$ cat config.mk
export PLATFORM = sky130hd
export DESIGN_NAME = spi_master_flat
export DESIGN_NICKNAME = d
export VERILOG_FILES = /design/src/rtl/spi_master_if.sv /design/src/rtl/spi_master.sv /design/src/flat_wrapper.sv
export SDC_FILE = /design/constraint.sdc
export NUM_CORES = 1
export LEC_CHECK = 0
export BUFFER_PORTS_ARGS = -buffer_cell sky130_fd_sc_hd__buf_4
export CAP_MARGIN = 20
export CORE_ASPECT_RATIO = 0.7
export CORE_MARGIN = 10
export CORE_UTILIZATION = 30
export CTS_BUF_LIST = sky130_fd_sc_hd__clkbuf_4 sky130_fd_sc_hd__clkbuf_8 sky130_fd_sc_hd__clkbuf_16
export DETAILED_ROUTE_END_ITERATION = 8
export GPL_ROUTABILITY_DRIVEN = 0
export HOLD_SLACK_MARGIN = 0.1
export PLACE_DENSITY = 0.56
export SLEW_MARGIN = 20
export SYNTH_ARGS = -nofsm -noshare
export SYNTH_HDL_FRONTEND = slang
export SYNTH_SLANG_ARGS = --single-unit
$ cat constraint.sdc
create_clock -name clk -period 2.7 [get_ports clk]
set_input_delay 0.405 -clock clk [delete_from_list [all_inputs] [get_ports clk]]
set_output_delay 0.405 -clock clk [all_outputs]
set_load 0.01 [all_outputs]
$ cat src/rtl/spi_master_if.sv
// spi_master_if: command/read-data handshake between a host and the SPI master.
interface spi_master_if;
  logic       cmd_valid;
  logic [9:0] cmd_data;
  logic       cmd_ready;
  logic [7:0] rd_data;
  logic       rd_valid;
  logic       busy;
  modport master (output cmd_valid, cmd_data, input cmd_ready, rd_data, rd_valid, busy);
  modport slave  (input cmd_valid, cmd_data, output cmd_ready, rd_data, rd_valid, busy);
endinterface

$ cat src/rtl/spi_master.sv
// spi_master: serializes 10-bit commands MSB first and, for rd-data frames, receives one byte after a turnaround.
module spi_master #(
  parameter int TURNAROUND = 2
) (
  input  logic         clk,
  input  logic         rst_n,
  spi_master_if.slave  bus,
  output logic         SS_n,
  output logic         MOSI,
  input  logic         MISO
);
  typedef enum logic [2:0] {IDLE, SEL, SHIFT, TURN, RECV, GAP} state_t;
  state_t      state;
  logic [9:0]  cmd;
  logic        rd;
  logic [3:0]  cnt;
  logic [7:0]  sr;
  always_ff @(posedge clk or negedge rst_n) begin
    if (!rst_n) begin
      state         <= IDLE;
      cmd           <= '0;
      rd            <= 1'b0;
      cnt           <= '0;
      sr            <= '0;
      SS_n          <= 1'b1;
      MOSI          <= 1'b0;
      bus.cmd_ready <= 1'b1;
      bus.busy      <= 1'b0;
      bus.rd_valid  <= 1'b0;
      bus.rd_data   <= '0;
    end else begin
      bus.rd_valid <= 1'b0;
      case (state)
        IDLE: if (bus.cmd_valid) begin
          state         <= SEL;
          cmd           <= bus.cmd_data;
          rd            <= &bus.cmd_data[9:8];
          cnt           <= '0;
          SS_n          <= 1'b0;
          MOSI          <= bus.cmd_data[9];
          bus.cmd_ready <= 1'b0;
          bus.busy      <= 1'b1;
        end
        SEL: begin
          state <= SHIFT;
          cnt   <= '0;
          MOSI  <= cmd[9];
        end
        // cmd shifts left so bit 8 always holds the next bit to send
        SHIFT: if (cnt == 4'd9) begin
          MOSI <= 1'b0;
          cnt  <= '0;
          if (!rd) begin
            state <= GAP;
            SS_n  <= 1'b1;
          end else if (TURNAROUND == 0) begin
            state <= RECV;
            sr    <= {sr[6:0], MISO};
          end else begin
            state <= TURN;
          end
        end else begin
          MOSI <= cmd[8];
          cmd  <= {cmd[8:0], 1'b0};
          cnt  <= cnt + 4'd1;
        end
        TURN: if ({1'b0, cnt} + 5'd1 == 5'(TURNAROUND)) begin
          state <= RECV;
          cnt   <= '0;
          sr    <= {sr[6:0], MISO};
        end else begin
          cnt <= cnt + 4'd1;
        end
        // first sample was taken on entry; cnt 0..6 are samples 2..8, cnt 7 holds SS_n low one more cycle
        RECV: begin
          sr <= {sr[6:0], MISO};
          if (cnt == 4'd6) begin
            bus.rd_data  <= {sr[6:0], MISO};
            bus.rd_valid <= 1'b1;
          end
          if (cnt == 4'd7) begin
            state <= GAP;
            SS_n  <= 1'b1;
            cnt   <= '0;
          end else begin
            cnt <= cnt + 4'd1;
          end
        end
        GAP: begin
          state         <= IDLE;
          cnt           <= '0;
          bus.cmd_ready <= 1'b1;
          bus.busy      <= 1'b0;
        end
        default: state <= IDLE;
      endcase
    end
  end
endmodule
$ cat src/flat_wrapper.sv
// flat-port wrapper written by rule: the top's interface ports become plain ports
module spi_master_flat 
#(
  parameter int TURNAROUND = 2
)
  (clk, rst_n, SS_n, MOSI, MISO, bus_cmd_valid, bus_cmd_data, bus_cmd_ready, bus_rd_data, bus_rd_valid, bus_busy);
  spi_master_if bus_i ();
  input  logic clk;
  input  logic rst_n;
  output logic SS_n;
  output logic MOSI;
  input  logic MISO;
  input wire logic [$bits(bus_i.cmd_valid)-1:0] bus_cmd_valid;
  input wire logic [$bits(bus_i.cmd_data)-1:0] bus_cmd_data;
  output wire logic [$bits(bus_i.cmd_ready)-1:0] bus_cmd_ready;
  output wire logic [$bits(bus_i.rd_data)-1:0] bus_rd_data;
  output wire logic [$bits(bus_i.rd_valid)-1:0] bus_rd_valid;
  output wire logic [$bits(bus_i.busy)-1:0] bus_busy;
  assign bus_i.cmd_valid = bus_cmd_valid;
  assign bus_i.cmd_data = bus_cmd_data;
  assign bus_cmd_ready = bus_i.cmd_ready;
  assign bus_rd_data = bus_i.rd_data;
  assign bus_rd_valid = bus_i.rd_valid;
  assign bus_busy = bus_i.busy;
  spi_master #(.TURNAROUND(TURNAROUND)) u_core (.clk(clk), .rst_n(rst_n), .bus(bus_i), .SS_n(SS_n), .MOSI(MOSI), .MISO(MISO));
endmodule
Word-level counts from Yosys, hierarchy flattened

Cells that the tools add are included.

Bits in registers: 38
Output and inout port bits: 13
Logic and storage cells: 75

$add $sub $neg: 2
Equality and inequality tests: 15
Mux-type cells: 29
Reductions and logical operators: 18

Operator list:

| kind                                                                  | number |
|---|---|
| 10-bit two-way mux                                                    | 2 |
| 10-bit one-hot mux with 2 select lines                                | 1 |
| 4-bit one-hot mux with 5 select lines                                 | 1 |
| 4-bit two-way mux                                                     | 4 |
| 3-bit two-way mux                                                     | 5 |
| 3-bit one-hot mux with 5 select lines                                 | 1 |
| 7-bit one-hot mux with 2 select lines                                 | 1 |
| 2-bit AND reduction                                                   | 7 |
| 1-bit two-way mux                                                     | 9 |
| 4-bit by 3-bit equality test with 1-bit output, second input constant | 2 |
| 7-bit two-way mux                                                     | 1 |
| 3-bit by 2-bit equality test with 1-bit output, second input constant | 2 |
| 3-bit equality test, second input constant                            | 2 |
| 2-bit by 1-bit != test with 1-bit output, second input constant       | 3 |
| 2-bit != test, second input constant                                  | 3 |
| 1-bit one-hot mux with 3 select lines                                 | 2 |
| 2-bit nonzero test                                                    | 3 |
| 3-bit nonzero test                                                    | 2 |
| 4-bit by 1-bit adder with 5-bit output, second input constant         | 1 |
| 5-bit by 2-bit equality test with 1-bit output, second input constant | 1 |
| 5-bit AND reduction                                                   | 1 |
| 5-bit nonzero test                                                    | 1 |
| 4-bit by 1-bit adder with 4-bit output, second input constant         | 1 |
| 4-bit equality test, second input constant                            | 1 |
| 6 further kinds                                                       | 7 |

Depth between registers and ports, before layout

Depth after elaboration: 4
Depth in mapped cells: 7
Mapped depth without buffers: 6

Least setup slack after synthesis

Ideal clock, no wire load.

Path type: register to register
Start point: register u_core.cnt[0]
End point: register u_core.sr[0]
Library setup time: 125 ps
Data arrival time: 1613 ps
Data required time: 2575 ps
Setup slack: 962 ps
Cell stages (with the launch flop): 6
Clock period less this slack: 1738 ps
Cells stage by stage: dfrtp_1 ha_1 a21bo_1 mux2i_1 a41oi_4 mux2_2

Longest elaborated chain between the ends: 4

RTL lines:

| element                                                   | RTL line         | text |
|---|---|---|
| from (decl)                                               | spi_master.sv:16 | `logic [3:0] cnt;` |
| from (signal assigned)                                    | spi_master.sv:65 | `cnt <= cnt + 4'd1;` |
| from (signal assigned)                                    | spi_master.sv:72 | `cnt <= cnt + 4'd1;` |
| from (signal assigned)                                    | spi_master.sv:86 | `cnt <= cnt + 4'd1;` |
| 4-bit by 1-bit adder with 5-bit output                    | spi_master.sv:67 | `TURN: if ({1'b0, cnt} + 5'd1 == 5'(TURNAROUND)) begin` |
| 5-bit by 2-bit equality test with 1-bit output            | spi_master.sv:67 |  |
| 2-bit by 1-bit != test with 1-bit output (no source line) | n/a              |  |
| 2-bit AND reduction (no source line)                      | n/a              |  |
| to (signal assigned)                                      | spi_master.sv:58 | `sr <= {sr[6:0], MISO};` |
| to (signal assigned)                                      | spi_master.sv:70 | `sr <= {sr[6:0], MISO};` |
| to (signal assigned)                                      | spi_master.sv:76 | `sr <= {sr[6:0], MISO};` |
| to (decl)                                                 | spi_master.sv:17 | `logic [7:0] sr;` |

No other way between the ends.
A chain may end at the register's enable or synchronous reset.

Final worst setup path

Start point: register u_core.state[2]
End point: register u_core.bus.rd_data[7]

Longest elaborated chain between the ends: 2

RTL lines:

| element                              | RTL line            | text |
|---|---|---|
| from (decl)                          | spi_master.sv:13    | `state_t state;` |
| from (signal assigned)               | spi_master.sv:20    | `state <= IDLE;` |
| from (signal assigned)               | spi_master.sv:35    | `state <= SEL;` |
| from (signal assigned)               | spi_master.sv:45    | `state <= SHIFT;` |
| 3-bit equality test                  | spi_master.sv:33    | `case (state)` |
| 2-bit AND reduction (no source line) | n/a                 |  |
| to (signal assigned)                 | spi_master.sv:78    | `bus.rd_data <= {sr[6:0], MISO};` |
| to (decl)                            | spi_master_if.sv:10 | `modport slave (input cmd_valid, cmd_data, output cmd_ready, rd_data, rd_valid, busy);` |

No other way between the ends.

==> impl_metrics.csv <==
group,metric,value,unit
clock_network,cts.repair.resized,0,
power,ir_drop,0.359,mV
synth,synth_nets,182,
synth,synth_area_leader_cell,"dfrtp_1",
floorplanning,ios,27,
critical_path,crit_type,"register to register",
routing,num_vias,1299,
placed_design,place_area,0.00211,mm²
critical_path,critPathBufInv,0,
global_route,grt_pass1_wl,6760,µm
cells_and_area,drive_gt1_frac,0.304,
timing,fmax,492,MHz
synth,synth-main-ff-cell,"dfrtp_1",
synth,yosysSeqAreaShare,0.509,
power,p_per_area,1050,mW/mm²
timing,min_period_over_period,0.753,
clock_network,post_cts_buffers,0,
synth,synthCells,165,
cells_and_area,stdcell_area,0.00222,mm²
synth,synthTopCellsByArea,"dfrtp_1 48%, mux2_2 8.4%, mux2i_1 5.9%, nand2_1 4.2%, o21ai_0 3.7%",
critical_path,path_delay_family,"simple AND/OR/NAND/NOR gates",
synth,synthDistinctLibCells,40,
timing,fin_ws,0.667,ns
min_path,holdCritPathClass,"input pin to register",
clock_network,insertion_delay,0.29,ns
global_route,grt_overflow,0,
floorplanning,start_util,0.319,
routing,drc,0,
clock_network,clk_path_buf_depth,2,
routing,via_per_inst,4.83,
timing,worst_pin_slew,0.491,ns
routing,wl,3850,µm
routing,wire_per_inst,14.3,µm
routing,detail-route-antenna-nets,0,
clock_network,clk_pin_slew_worst_paths,0.08,ns
synth,yosys_warnings,0,
placed_design,dpl.hpwl,2690,µm
synth,synth_top_area_frac,0.481,
synth,syn_area_per_cell,11.3,µm²
power,total_power,2330,µW
clock_network,cts-hold-fix-buffers,1,
routing,drt_first_pass_iters,4,
placed_design,post-place-ws,0.700,ns
timing,min_period,2.03,ns
floorplanning,core_area,0.00587,mm²
clock_network,h-tree-depth,2,
critical_path,crit_required,2.89,ns
floorplanning,die_h,86.1,µm
timing,slew_headroom,0.673,
global_route,grt_max_degree,39,
synth,synth.cell_area,0.00187,mm²
floorplanning,dieWidth,114,µm
placed_design,port_buffers,26,
critical_path,startpoint_type,"register",
clock_network,cts.sinks,38,
floorplanning,die-area,0.00985,mm²
timing,finalSetupTns,0,ns
routing,initialDrtViolationCount,70,
clock_network,cts-root-buf,"clkbuf_8",
synth,synth_seq_cells,38,
critical_path,worstPathCellList,"nor3b_2 > and4_1 > mux2_2",
critical_path,critPathSlowestCell,"dfrtp_1",
timing,setup_viol,0,
cells_and_area,nets,210,
global_route,grt_pass1_vias,1357,
flow_run,cap_viol_max_count,0,
timing,rsz0062_at_grt,"false",
global_route,grt_use_total,0.0842,
critical_path,crit_arrival,2.22,ns
timing,slew_viol_final,0,
critical_path,cp_max_fo,12,
timing,hold_viol_final,0,
timing,clock_skew,0.00636,ns
critical_path,end_kind,"register",
power,power_leakage,0.000997,µW
clock_network,cts_inserted_buffers,5,
cells_and_area,area_growth,18.6,%
floorplanning,rows,23,
critical_path,cp_slowest_stage_delay,0.56,ns
global_route,grt_antenna_before_repair,0,
synth,async_reset_ff_frac,1.00,
cells_and_area,num_antenna_cells,0,
clock_network,tritoncts,"built",
timing,hold_ws,0.354,ns
synth,synth_edf_count,0,
status,run_status,"finished clean",
## cell families (layout without fill, tap and decap cells)
group                    Yosys count  after routing  synth area share
adder cells (fa/ha/maj)            3              3            0.0201
AO/OA/AOI/OAI                     37             37             0.132
buffers and inverters             15             44            0.0488
multiplexers                      26             26             0.149
flip-flops                        38             38             0.509
AND/OR/NAND/NOR                   46             46             0.140
## synth_stat cells, drive strengths merged (3+ instances only)
cell / number
nand2b: 4
ha: 3
nand2: 21
o22ai: 3
inv: 6
mux2: 15
o21ai: 14
nand3b: 4
dfrtp: 36
mux2i: 11
buf: 7
a21oi: 7
## where the power goes
part / leakage (µW) / internal [µW] / switching, µW
clock: 0.0000472 / 205 / 207
combinational: 0.000469 / 455 / 482
sequential: 0.000481 / 798 / 187
total: 0.000997 / 1460 / 876
## worst paths after layout
path	from	to	slack [ns]	cells past startpoint
max in group asynchronous	rst_n	u_core.SS_n$_DFFE_PN1P_	1.72	2
worst max register to register	u_core.state[2]$_DFFE_PN0P_	u_core.bus.rd_data[7]$_DFFE_PN0P_	0.67	3
worst max-delay path	u_core.state[2]$_DFFE_PN0P_	u_core.bus.rd_data[7]$_DFFE_PN0P_	0.67	3
worst min register to register	u_core.bus.cmd_ready$_DFFE_PN1P_	u_core.bus.cmd_ready$_DFFE_PN1P_	0.47	2
worst min-delay path	MISO	u_core.bus.rd_data[0]$_DFFE_PN0P_	0.35	2
min in group asynchronous	rst_n	u_core.bus.rd_data[7]$_DFFE_PN0P_	0.61	2
## final cells by class
class	instances	area (µm²)
Tap cell	75	93.8
Multi-Input combinational cell	112	827
Clock inverter	2	12.5
Timing Repair Buffer	30	228
Inverter	6	22.5
Clock buffer	6	82.6
Fill cell	611	3650
Sequential cell	38	953
## cell usage in the layout, fill, tap and decap left out, drive strengths merged, types with 3 or more instances in the layout
cell / synthesis / final
nand2: 21 / 21
a21oi: 7 / 7
mux2: 15 / 15
dfrtp: 36 / 36
buf: 7 / 29
o21ai: 14 / 14
clkbuf: 2 / 6
ha: 3 / 3
nand2b: 4 / 4
inv: 6 / 6
o22ai: 3 / 3
nand3b: 4 / 4
mux2i: 11 / 11
## routing by layer
| layer | track usage | wire length (µm) | up-vias |
|---|---|---|---|
| li1 | - | - | 644 |
| met1 | 0.114 | 1980 | 620 |
| met2 | 0.110 | 1490 | 30 |
| met3 | 0.0424 | 325 | 5 |
| met4 | 0.0306 | 44 | 0 |
| met5 | 0 | 0 | - |
## sequential cells by signal, indices dropped and copies added, names as in the netlist
name,cells
u_core.MOSI,1
u_core.SS_n,1
u_core.bus.busy,1
u_core.bus.cmd_ready,1
u_core.bus.rd_data,8
u_core.bus.rd_valid,1
u_core.cmd,10
u_core.cnt,4
u_core.rd,1
u_core.sr,7
u_core.state,3
## through the flow
stage	utilization	std cells
CTS	0.378	269
floorplan	-	165
global placement	0.360	260
finish	0.378	269
detailed placement	0.360	260
global route	0.378	269
Note: power is estimated with default switching activity, not from simulation.
